==> src/rtl/quant_write_coalescer_if.sv <==
// SRAM-C write/read request bus shared by the quantization side and the SRAM side.
//   wdata : write data (SRAMC_W bits)
//   addr  : SRAM word address
//   wren  : write request / strobe
//   wmask : granule mask, index k covers wdata[(SRAMC_N-1-k)*G +: G]
//   rden  : read request / strobe
// master drives the bus, slave receives it.
interface quant_write_coalescer_if #(
  parameter int SRAMC_W = 128,
  parameter int ADRC_W  = 11,
  parameter int SRAMC_N = 8
);
  logic [SRAMC_W-1:0] wdata;
  logic [ADRC_W-1:0]  addr;
  logic               wren;
  logic [0:SRAMC_N-1] wmask;
  logic               rden;

  modport master (output wdata, addr, wren, wmask, rden);
  modport slave  (input  wdata, addr, wren, wmask, rden);
endinterface

==> src/rtl/quant_write_coalescer.sv <==
// Merges consecutive partial writes to the same SRAM word into a single
// full-mask write, orders reads against the pending merge entry and keeps the
// single-port SRAM at one transaction per cycle. All SRAM outputs registered.
//   i_clk, i_rstn : clock, synchronous active-low reset
//   i_sramc       : requests from quantization (slave)
//   i_flush       : pulse, write out the pending entry
//   o_ready       : input accepted this cycle
//   o_sramc       : transactions to the SRAM (master)
//   o_idle        : nothing pending, skid empty, no flush request
//   o_err         : sticky, wren and rden both high on an accepted cycle
module quant_write_coalescer #(
  parameter int SRAMC_W = 128,
  parameter int ADRC_W  = 11,
  parameter int SRAMC_N = 8,
  parameter int TIMEOUT = 16
) (
  input  logic                   i_clk,
  input  logic                   i_rstn,
  quant_write_coalescer_if.slave  i_sramc,
  input  logic                   i_flush,
  output logic                   o_ready,
  quant_write_coalescer_if.master o_sramc,
  output logic                   o_idle,
  output logic                   o_err
);
  localparam int unsigned N  = SRAMC_N;
  localparam int unsigned G  = SRAMC_W / SRAMC_N;
  localparam int unsigned TW = $clog2(TIMEOUT + 2);
  localparam logic [TW-1:0] TLIM = TW'(TIMEOUT);

  typedef enum logic [1:0] {TX_NONE, TX_WRITE, TX_READ} tx_e;

  logic               pend_v, pend_v_n;
  logic [ADRC_W-1:0]  pend_addr, pend_addr_n;
  logic [SRAMC_W-1:0] pend_data, pend_data_n;
  logic [0:SRAMC_N-1] pend_mask, pend_mask_n;
  logic               skid_v, skid_v_n;
  logic [ADRC_W-1:0]  skid_addr, skid_addr_n;
  logic               flush_req, flush_req_n;
  logic [TW-1:0]      tcnt, tcnt_n;
  logic               err, err_n;

  logic               acc_wr, acc_rd, hit, timeout_hit;
  logic [SRAMC_W-1:0] m_data;
  logic [0:SRAMC_N-1] m_mask;

  tx_e                tx;
  logic [ADRC_W-1:0]  tx_addr;
  logic [SRAMC_W-1:0] tx_data;
  logic [0:SRAMC_N-1] tx_mask;

  assign o_ready = i_rstn & ~skid_v;
  assign o_idle  = ~i_rstn | (~pend_v & ~skid_v & ~flush_req);
  assign o_err   = err;

  always_comb begin
    acc_wr      = o_ready & i_sramc.wren;
    acc_rd      = o_ready & i_sramc.rden & ~i_sramc.wren;
    hit         = pend_v & (i_sramc.addr == pend_addr);
    timeout_hit = (TIMEOUT != 0) && (tcnt >= TLIM);

    m_mask = pend_mask | i_sramc.wmask;
    m_data = pend_data;
    for (int unsigned k = 0; k < N; k++) begin
      if (i_sramc.wmask[k]) m_data[(N-1-k)*G +: G] = i_sramc.wdata[(N-1-k)*G +: G];
    end

    pend_v_n    = pend_v;
    pend_addr_n = pend_addr;
    pend_data_n = pend_data;
    pend_mask_n = pend_mask;
    skid_v_n    = skid_v;
    skid_addr_n = skid_addr;
    tcnt_n      = tcnt;
    flush_req_n = flush_req | (i_flush & pend_v);
    err_n       = err | (o_ready & i_sramc.wren & i_sramc.rden);

    tx      = TX_NONE;
    tx_addr = '0;
    tx_data = '0;
    tx_mask = '0;

    if (skid_v) begin
      // Second half of a read hazard: the pending write already went out.
      tx       = TX_READ;
      tx_addr  = skid_addr;
      skid_v_n = 1'b0;
    end else if (acc_wr && !pend_v) begin
      pend_v_n    = 1'b1;
      pend_addr_n = i_sramc.addr;
      pend_data_n = i_sramc.wdata;
      pend_mask_n = i_sramc.wmask;
      tcnt_n      = '0;
    end else if (acc_wr && hit) begin
      tcnt_n      = '0;
      pend_data_n = m_data;
      pend_mask_n = m_mask;
      // A full merge goes out now; a partial merge leaves the port free, so
      // an already-registered flush request drains the merged entry instead.
      if ((&m_mask) || flush_req) begin
        tx       = TX_WRITE;
        tx_addr  = pend_addr;
        tx_data  = m_data;
        tx_mask  = m_mask;
        pend_v_n = 1'b0;
      end
    end else if (acc_wr) begin
      tx          = TX_WRITE;
      tx_addr     = pend_addr;
      tx_data     = pend_data;
      tx_mask     = pend_mask;
      pend_addr_n = i_sramc.addr;
      pend_data_n = i_sramc.wdata;
      pend_mask_n = i_sramc.wmask;
      tcnt_n      = '0;
      flush_req_n = 1'b0;
    end else if (acc_rd && hit) begin
      tx          = TX_WRITE;
      tx_addr     = pend_addr;
      tx_data     = pend_data;
      tx_mask     = pend_mask;
      pend_v_n    = 1'b0;
      skid_v_n    = 1'b1;
      skid_addr_n = i_sramc.addr;
    end else if (acc_rd) begin
      tx      = TX_READ;
      tx_addr = i_sramc.addr;
      if (pend_v && tcnt != TLIM) tcnt_n = tcnt + 1'b1;
    end else if (pend_v) begin
      if (flush_req || timeout_hit) begin
        tx       = TX_WRITE;
        tx_addr  = pend_addr;
        tx_data  = pend_data;
        tx_mask  = pend_mask;
        pend_v_n = 1'b0;
      end else if (tcnt != TLIM) begin
        tcnt_n = tcnt + 1'b1;
      end
    end

    if (!pend_v_n) flush_req_n = 1'b0;
  end

  always_ff @(posedge i_clk) begin
    if (!i_rstn) begin
      pend_v        <= 1'b0;
      pend_addr     <= '0;
      pend_data     <= '0;
      pend_mask     <= '0;
      skid_v        <= 1'b0;
      skid_addr     <= '0;
      flush_req     <= 1'b0;
      tcnt          <= '0;
      err           <= 1'b0;
      o_sramc.wren  <= 1'b0;
      o_sramc.rden  <= 1'b0;
      o_sramc.addr  <= '0;
      o_sramc.wdata <= '0;
      o_sramc.wmask <= '0;
    end else begin
      pend_v        <= pend_v_n;
      pend_addr     <= pend_addr_n;
      pend_data     <= pend_data_n;
      pend_mask     <= pend_mask_n;
      skid_v        <= skid_v_n;
      skid_addr     <= skid_addr_n;
      flush_req     <= flush_req_n;
      tcnt          <= tcnt_n;
      err           <= err_n;
      o_sramc.wren  <= (tx == TX_WRITE);
      o_sramc.rden  <= (tx == TX_READ);
      o_sramc.addr  <= tx_addr;
      o_sramc.wdata <= tx_data;
      o_sramc.wmask <= tx_mask;
    end
  end
endmodule

==> src/flat_wrapper.sv <==
// flat-port wrapper written by rule: the top's interface ports become plain ports
module quant_write_coalescer_flat 
#(
  parameter int SRAMC_W = 128,
  parameter int ADRC_W  = 11,
  parameter int SRAMC_N = 8,
  parameter int TIMEOUT = 16
)
  (i_clk, i_rstn, i_flush, o_ready, o_idle, o_err, i_sramc_wdata, i_sramc_addr, i_sramc_wren, i_sramc_wmask, i_sramc_rden, o_sramc_wdata, o_sramc_addr, o_sramc_wren, o_sramc_wmask, o_sramc_rden);
  quant_write_coalescer_if #(.SRAMC_W(SRAMC_W), .ADRC_W(ADRC_W), .SRAMC_N(SRAMC_N)) i_sramc_i ();
  quant_write_coalescer_if #(.SRAMC_W(SRAMC_W), .ADRC_W(ADRC_W), .SRAMC_N(SRAMC_N)) o_sramc_i ();
  input  logic i_clk;
  input  logic i_rstn;
  input  logic i_flush;
  output logic o_ready;
  output logic o_idle;
  output logic o_err;
  input wire logic [$bits(i_sramc_i.wdata)-1:0] i_sramc_wdata;
  input wire logic [$bits(i_sramc_i.addr)-1:0] i_sramc_addr;
  input wire logic [$bits(i_sramc_i.wren)-1:0] i_sramc_wren;
  input wire logic [$bits(i_sramc_i.wmask)-1:0] i_sramc_wmask;
  input wire logic [$bits(i_sramc_i.rden)-1:0] i_sramc_rden;
  output wire logic [$bits(o_sramc_i.wdata)-1:0] o_sramc_wdata;
  output wire logic [$bits(o_sramc_i.addr)-1:0] o_sramc_addr;
  output wire logic [$bits(o_sramc_i.wren)-1:0] o_sramc_wren;
  output wire logic [$bits(o_sramc_i.wmask)-1:0] o_sramc_wmask;
  output wire logic [$bits(o_sramc_i.rden)-1:0] o_sramc_rden;
  assign i_sramc_i.wdata = i_sramc_wdata;
  assign i_sramc_i.addr = i_sramc_addr;
  assign i_sramc_i.wren = i_sramc_wren;
  assign i_sramc_i.wmask = i_sramc_wmask;
  assign i_sramc_i.rden = i_sramc_rden;
  assign o_sramc_wdata = o_sramc_i.wdata;
  assign o_sramc_addr = o_sramc_i.addr;
  assign o_sramc_wren = o_sramc_i.wren;
  assign o_sramc_wmask = o_sramc_i.wmask;
  assign o_sramc_rden = o_sramc_i.rden;
  quant_write_coalescer #(.SRAMC_W(SRAMC_W), .ADRC_W(ADRC_W), .SRAMC_N(SRAMC_N), .TIMEOUT(TIMEOUT)) u_core (.i_clk(i_clk), .i_rstn(i_rstn), .i_sramc(i_sramc_i), .i_flush(i_flush), .o_ready(o_ready), .o_sramc(o_sramc_i), .o_idle(o_idle), .o_err(o_err));
endmodule
==> config.mk <==
export PLATFORM = sky130hd
export DESIGN_NAME = quant_write_coalescer_flat
export DESIGN_NICKNAME = d
export VERILOG_FILES = /design/src/rtl/quant_write_coalescer_if.sv /design/src/rtl/quant_write_coalescer.sv /design/src/flat_wrapper.sv
export SDC_FILE = /design/constraint.sdc
export NUM_CORES = 1
export LEC_CHECK = 0
export ABC_AREA = 1
export CORE_MARGIN = 4
export CORE_UTILIZATION = 48
export CTS_BUF_LIST = sky130_fd_sc_hd__clkbuf_2 sky130_fd_sc_hd__clkbuf_4 sky130_fd_sc_hd__clkbuf_8
export CTS_CLUSTER_SIZE = 14
export DETAILED_ROUTE_END_ITERATION = 8
export PLACE_DENSITY = 0.79
export SETUP_SLACK_MARGIN = 0.5
export SLEW_MARGIN = 20
export SYNTH_ARGS = -nofsm -noshare
export SYNTH_HDL_FRONTEND = slang
export SYNTH_SLANG_ARGS = --single-unit
==> constraint.sdc <==
create_clock -name i_clk -period 1.74 [get_ports i_clk]
set_input_delay 0.348 -clock i_clk [delete_from_list [all_inputs] [get_ports i_clk]]
set_output_delay 0.348 -clock i_clk [all_outputs]
set_load 0.005 [all_outputs]
==> flow_metrics.tcl, run 1 <==
set metrics [dict create \
    drive_above_1_share 0.216 \
    synth_commonest_cells "394 x nand2_1, 316 x dfxtp_1, 260 x o21ai_0" \
    remaining_drc_errors 0 \
    grt_max_degree 55 \
    antenna_found_initial 4 \
    numPortBuffers 303 \
    ant_nets 0 \
    placed_area_um2 18600 \
    clk-insertion-delay-late_ps 590 \
    synth_fa_ha_area_frac 0.00177 \
    cp.arrival_ps 2530 \
    synth_compound_area_frac 0.214 \
    clk_path_buf_depth 3 \
    synth_top_area_frac 0.448 \
    fin_area_um2 21800 \
    wl_per_cell_um 20.2 \
    num_io_pins 304 \
    yosysSeqAreaShare 0.448 \
    synth.area.top_cells "dfxtp_1 45%, nand2_1 10%, o21ai_0 9.2%" \
    clkPwrFrac 0.391 \
    die_h_um 180 \
    cts_max_level 2 \
    synthCells 2035 \
    setup_viol 403 \
    p_seq_frac 0.458 \
    hold_viol 0 \
    startpoint_type "input pin" \
    ys.warnings.count 0 \
    end_kind "flip-flop" \
    synthFlopType "dfxtp_1" \
    final.setup_skew_ps 20.1 \
    report.final.slew_viol_count 0 \
    ys_seq_elements 316 \
    grt_pass1_vias 16200 \
    rsz0062_at_grt "yes" \
    place.gp.congestion 0.868 \
    cp_max_fo 11 \
    synthToLayoutAreaGrowth_pct 54.6 \
    die_w_um 180 \
    r2r_end "u_core.o_sramc.wdata[45]" \
    synthXorXnorAreaFrac 0.000620 \
    tightest_slew_ps 664 \
    maxCapViolCount 0 \
    p_comb_frac 0.151 \
    power_density_nw_per_um2 776 \
    core_area_um2 28900 \
    tritoncts_num_sinks 316 \
    clockRootBuffer "clkbuf_8" \
    final_net_count 2605 \
    synth-edff-count 0 \
    power.leakage_nw 8.43 \
    final.period_utilization 1.16 \
    rrSetupSlack_ps -260 \
    synth.distinct_cells 30 \
    grt.total_usage 0.309 \
    status "finished with violations" \
    drt_wl_total_um 57900 \
    drtIter0Drc 2230 \
    path_buf_inv 5 \
    slowest_delay_ps 560 \
    synth_simple_gate_area_frac 0.240 \
    cts_buffers 53 \
    r2r_cells 11 \
    hold_path_end "u_core.pend_addr[8]" \
    hold_path.startpoint "i_sramc_addr[8]" \
    syn_nets 2189 \
    synth_top_family_by_area "simple AND/OR/NAND/NOR gates" \
    peakVddDrop_mv 0.529 \
    hold_class "in2reg" \
    syn-mean-instance-area_um2 6.94 \
    p_switching_mw 4.57 \
    period_needed_ps 2020 \
    crit_path_cell_trace "clkdlybuf4s50_1 -> inv_1 -> nand2_1 -> nand2_1 -> nor2_1 -> nand2_1 -> nor2_4 -> nand3_4 -> nor2_4 -> buf_6 -> buf_12 -> clkbuf_16 -> nand2_1 -> a21oi_1" \
    tritoncts "built" \
    vias 17300 \
    setup_ws_ps -279 \
    critPathSlowestCell "clkdlybuf4s50_1" \
    crit_top_cell "nand2_1" \
    synth_top_cell_by_area "dfxtp_1" \
    failed_checks "negative setup slack" \
    grt_first_pass_wirelength_um 83600 \
    start_util 0.490 \
    synth_most_common_cell "nand2_1" \
    first_pass_iters 6 \
    hold_ws_ps 205 \
    relSlewSlack 0.552 \
    crit_required_ps 2250 \
    switching_share 0.270 \
    intPower_mw 12.4 \
    viasPerCell 6.04 \
    hpwl_um 32100 \
    whs_path_depth 3 \
    path_class "in2reg" \
    clock.fmax_mhz 495 \
    grt_overflow 0 \
    cp_top_family "buffers and inverters" \
    muxShareOfSynthArea 0.000708 \
    die_area_um2 32200 \
    async_flop_share 0 \
    reg2reg_from "u_core.pend_addr[4]" \
    netlist_area_um2 14100 \
    pre_cts_ws_ps -752 \
    num_rows 62 \
    clkSlewWorstSetupHoldPaths_ps 60 \
]
-- how the worst max path moves through the flow --
stage | from | slack, ps | to | cells past startpoint
final | i_sramc_addr[9] | -280 | u_core.o_sramc.wdata[45] | 14
after global routing | i_sramc_addr[9] | -370 | u_core.o_sramc.wdata[45] | 14
after CTS | u_core.pend_addr[0] | -140 | u_core.o_sramc.wdata[58] | 13
after detailed placement | i_sramc_addr[2] | -750 | u_core.pend_data[44] | 12
after global placement | i_sramc_addr[0] | -680 | u_core.pend_data[44] | 14
after floorplan | u_core.pend_addr[1] | 140 | u_core.o_sramc.wdata[89] | 12
-- per-stage QoR --
stage,total power [mW],utilization,cells,TNS [ps]
detailed placement,10.1,0.645,2708,-181490
floorplan,8.93,-,2035,0
global route,17.5,0.757,2870,-81980
finish,17.0,0.757,2870,-45190
CTS,16.7,0.715,2827,-18790
global placement,9.97,0.645,2708,-170910
-- layer usage --
metal | track usage | vias up | wire [um]
met1 | 0.393 | 8020 | 21300
met4 | 0.155 | 0 | 3850
met2 | 0.500 | 1364 | 26500
li1 | - | 7623 | -
met5 | 0 | - | 0
met3 | 0.0627 | 326 | 6210
-- cell type report --
cell class	instances	area [um2]
inverters	169	662
diodes	4	10.0
well taps	384	480
flip-flops and latches	316	6350
clock buffers	82	1020
clock inverters	4	22.5
repair buffers	530	6020
multi-input cells	1381	7290
fillers	1891	7010
-- layout by cell type, fill, tap and decap left out, types with 32 or more instances in the layout --
cell,count
nor2_1,142
nand3_1,184
a21oi_1,113
inv_1,155
buf_12,39
nand2_1,364
clkdlybuf4s50_1,286
o21ai_0,186
o21ai_1,101
o211ai_1,55
clkbuf_8,64
a21oi_2,76
dfxtp_1,301
buf_6,32
buf_4,120
-- worst min-delay path: cells and delay by family --
kind	cells	cell delay (ps)
AO/OA/AOI/OAI	2	180
buffers and inverters	1	220
-- sequential cells by signal, indices dropped and copies added (netlist names) --
register              count
u_core.o_sramc.wmask      8
u_core.pend_mask          8
u_core.skid_addr         11
u_core.o_sramc.wren       1
u_core.pend_addr         11
u_core.tcnt               5
u_core.pend_data        128
u_core.pend_v             1
u_core.skid_v             1
u_core.o_sramc.addr      11
u_core.flush_req          1
u_core.o_err              1
u_core.o_sramc.wdata    128
u_core.o_sramc.rden       1
-- power by group through the flow --
stage / Clock [mW] / Sequential [mW] / Combinational, mW
CTS: 6.62 / 7.74 / 2.30
finish: 6.63 / 7.76 / 2.57
floorplan: 0 / 7.85 / 1.08
detailed placement: 0 / 7.89 / 2.17
global route: 6.99 / 7.78 / 2.76
global placement: 0 / 7.87 / 2.09
-- logic make-up (layout without fill, tap and decap cells) --
logic type	Yosys count	after routing
DFF	316	316
AOI/OAI and AO/OA	567	567
and+or+nand+nor	810	810
xor gates and xnor gates	1	1
other	0	4
buffers and inverters	338	785
muxes	1	1
adders and majority gates	2	2
-- repair_timing --
item / CTS / global route
hold buffers: 0 / 0
setup endpoints to repair: 468 / 468
setup buffers: 17 / 19
resized for setup: 182 / 200
pin swaps: 28 / 53
cloned: 16 / 20
(Power assumes the default switching activity.)
==> inputs of run 2 (changes only) <==
Settings changed: CORE_MARGIN 4 to 5, GPL_ROUTABILITY_DRIVEN set to 0, REMOVE_ABC_BUFFERS set to 1.
==> flow_metrics.tcl, run 2 (same netlist as run 1, synthesis figures left out) <==
set metrics [dict create \
    status "finished with violations" \
    failed_checks "negative setup slack" \
    final.period_utilization 1.15 \
    grt_pass1_vias 16300 \
    clk-insertion-delay-late_ps 600 \
    rrSetupSlack_ps -260 \
    total_power_mw 17.8 \
    final_cell_mix "365 x nand2_1, 307 x dfxtp_1, 299 x clkdlybuf4s50_1" \
    hold_viol 0 \
    maxCapViolCount 0 \
    hold_ws_ps 175 \
    viasPerCell 6.03 \
    wl_per_cell_um 21.0 \
    grt.total_usage 0.299 \
    final_core_util 0.782 \
    drt_wl_total_um 60600 \
    die_area_um2 33000 \
    end_kind "flip-flop" \
    nFillCells 1824 \
    layout.cells.most_common "nand2_1" \
    cts_buffers 53 \
    r2r_cells 13 \
    num_rows 62 \
    remaining_drc_errors 0 \
    grt_max_degree 62 \
    r2r_end "u_core.pend_data[27]" \
    grt-busiest-layer "met2" \
    clockRootBuffer "clkbuf_8" \
    antenna_found_initial 6 \
    hold_class "in2reg" \
    use_met3 0.0522 \
    grt_first_pass_wirelength_um 82400 \
    whs_path_depth 3 \
    power.leakage_nw 8.51 \
    hold_path.startpoint "i_sramc_addr[1]" \
    setup_ws_ps -265 \
    die_w_um 182 \
    grt_overflow 0 \
    tightest_slew_ps 539 \
    relSlewSlack 0.637 \
    die_h_um 182 \
    report.final.slew_viol_count 0 \
    numPortBuffers 303 \
    cts_max_level 2 \
    tritoncts_num_sinks 316 \
    clkSlewWorstSetupHoldPaths_ps 70 \
    reg2reg_from "u_core.pend_addr[0]" \
    timing.setup.tns_ps -41470 \
    peakVddDrop_mv 0.627 \
    pre_cts_ws_ps -795 \
    num_io_pins 304 \
    period_needed_ps 2000 \
    power_density_nw_per_um2 790 \
    first_pass_iters 7 \
    gr-usage-met2 0.502 \
    multi_input_area_um2 7800 \
    final.setup_skew_ps 46.5 \
    cp_max_fo 23 \
    clk_path_buf_depth 3 \
    seq_area_um2 6340 \
    grt_use_met1 0.365 \
    core_area_um2 28900 \
    cp.arrival_ps 2460 \
    ant_nets 0 \
    rsz0062_at_grt "yes" \
    vias 17400 \
    setup_viol 411 \
    hpwl_um 31200 \
    crit_required_ps 2200 \
    ctsHoldBuffers 0 \
    tritoncts "built" \
    start_util 0.490 \
    drive_above_1_share 0.243 \
    path_class "reg2reg" \
    hold_path_end "u_core.skid_addr[1]" \
    startpoint_type "flip-flop" \
    reg.largest.list "u_core.o_sramc.wdata x128, u_core.pend_data x128" \
    synthToLayoutAreaGrowth_pct 59.7 \
    drtIter0Drc 2374 \
    final_net_count 2605 \
    clock.fmax_mhz 499 \
]
[run 2: cell count changes in the layout (fill, tap and decap cells not counted), moves of 13 or more]
cell | before | now
nand3_1 | 184 | 124
o21ai_0 | 186 | 242
o21ai_1 | 101 | 51
nand3_2 | 26 | 62
a21oi_2 | 76 | 105
a21oi_1 | 113 | 85
nand3_4 | 3 | 27
buf_6 | 32 | 18
clkdlybuf4s50_1 | 286 | 299
[run 2: area by class of cell]
type	count	area share
sequential	316	0.281
multi-input combinational	1382	0.345
clock buffer	93	0.0506
timing repair buffer	529	0.270
inverter	169	0.0292
antenna	5	0.000554
clock inverter	5	0.00244
tap	384	0.0213
[run 2: worst max-delay path by stage]
stage	cells past startpoint	to	start	slack (ps)
6_report	13	u_core.pend_data[27]	u_core.pend_addr[0]	-260
5_1_grt	13	u_core.pend_data[27]	u_core.pend_addr[3]	-350
4_1_cts	14	u_core.o_sramc.wdata[50]	u_core.pend_addr[1]	-180
3_5_place_dp	12	u_core.o_sramc.wdata[95]	i_sramc_addr[1]	-790
3_3_place_gp	12	u_core.o_sramc.wdata[51]	i_sramc_addr[9]	-740
2_1_floorplan	8	u_core.o_sramc.wmask[0]	i_rstn	-6490
[run 2: routing by layer]
layer	part of all wire	vias to the layer above
met5	0	-
met4	0.077	0
met3	0.11	373
met2	0.46	1327
met1	0.36	8049
li1	-	7635
[run 2: timing repair]
action,4_1_cts,5_1_grt
pin swaps,34,92
gates cloned,16,28
gates resized for setup,102,296
setup buffers,21,16
endpoints found under the setup margin,468,468
endpoints found under the hold margin,0,0
[run 2: report_power, final]
group / switching (mW) / internal (mW)
Clock: 3.10 / 4.24
Sequential: 0.222 / 7.57
Combinational: 1.45 / 1.24
[run 2: worst max-delay path: stages, from the launching register on]
cell,delay (ps)
dfxtp_2,360
inv_2,50
nand2_1,60
nand2_1,60
nor2_1,90
nand2_1,90
nor2_4,190
nand3_4,130
buf_4,200
buf_12,180
nor2_1,100
nor2_1,70
o21ai_0,140
o21ai_0,180
[run 2: stage by stage]
stage | cell area (um2) | instances
2_1_floorplan | 13400 | 1866
5_1_grt | 22600 | 2883
3_3_place_gp | 18400 | 2699
4_1_cts | 20600 | 2834
3_5_place_dp | 18400 | 2699
6_report | 22600 | 2883
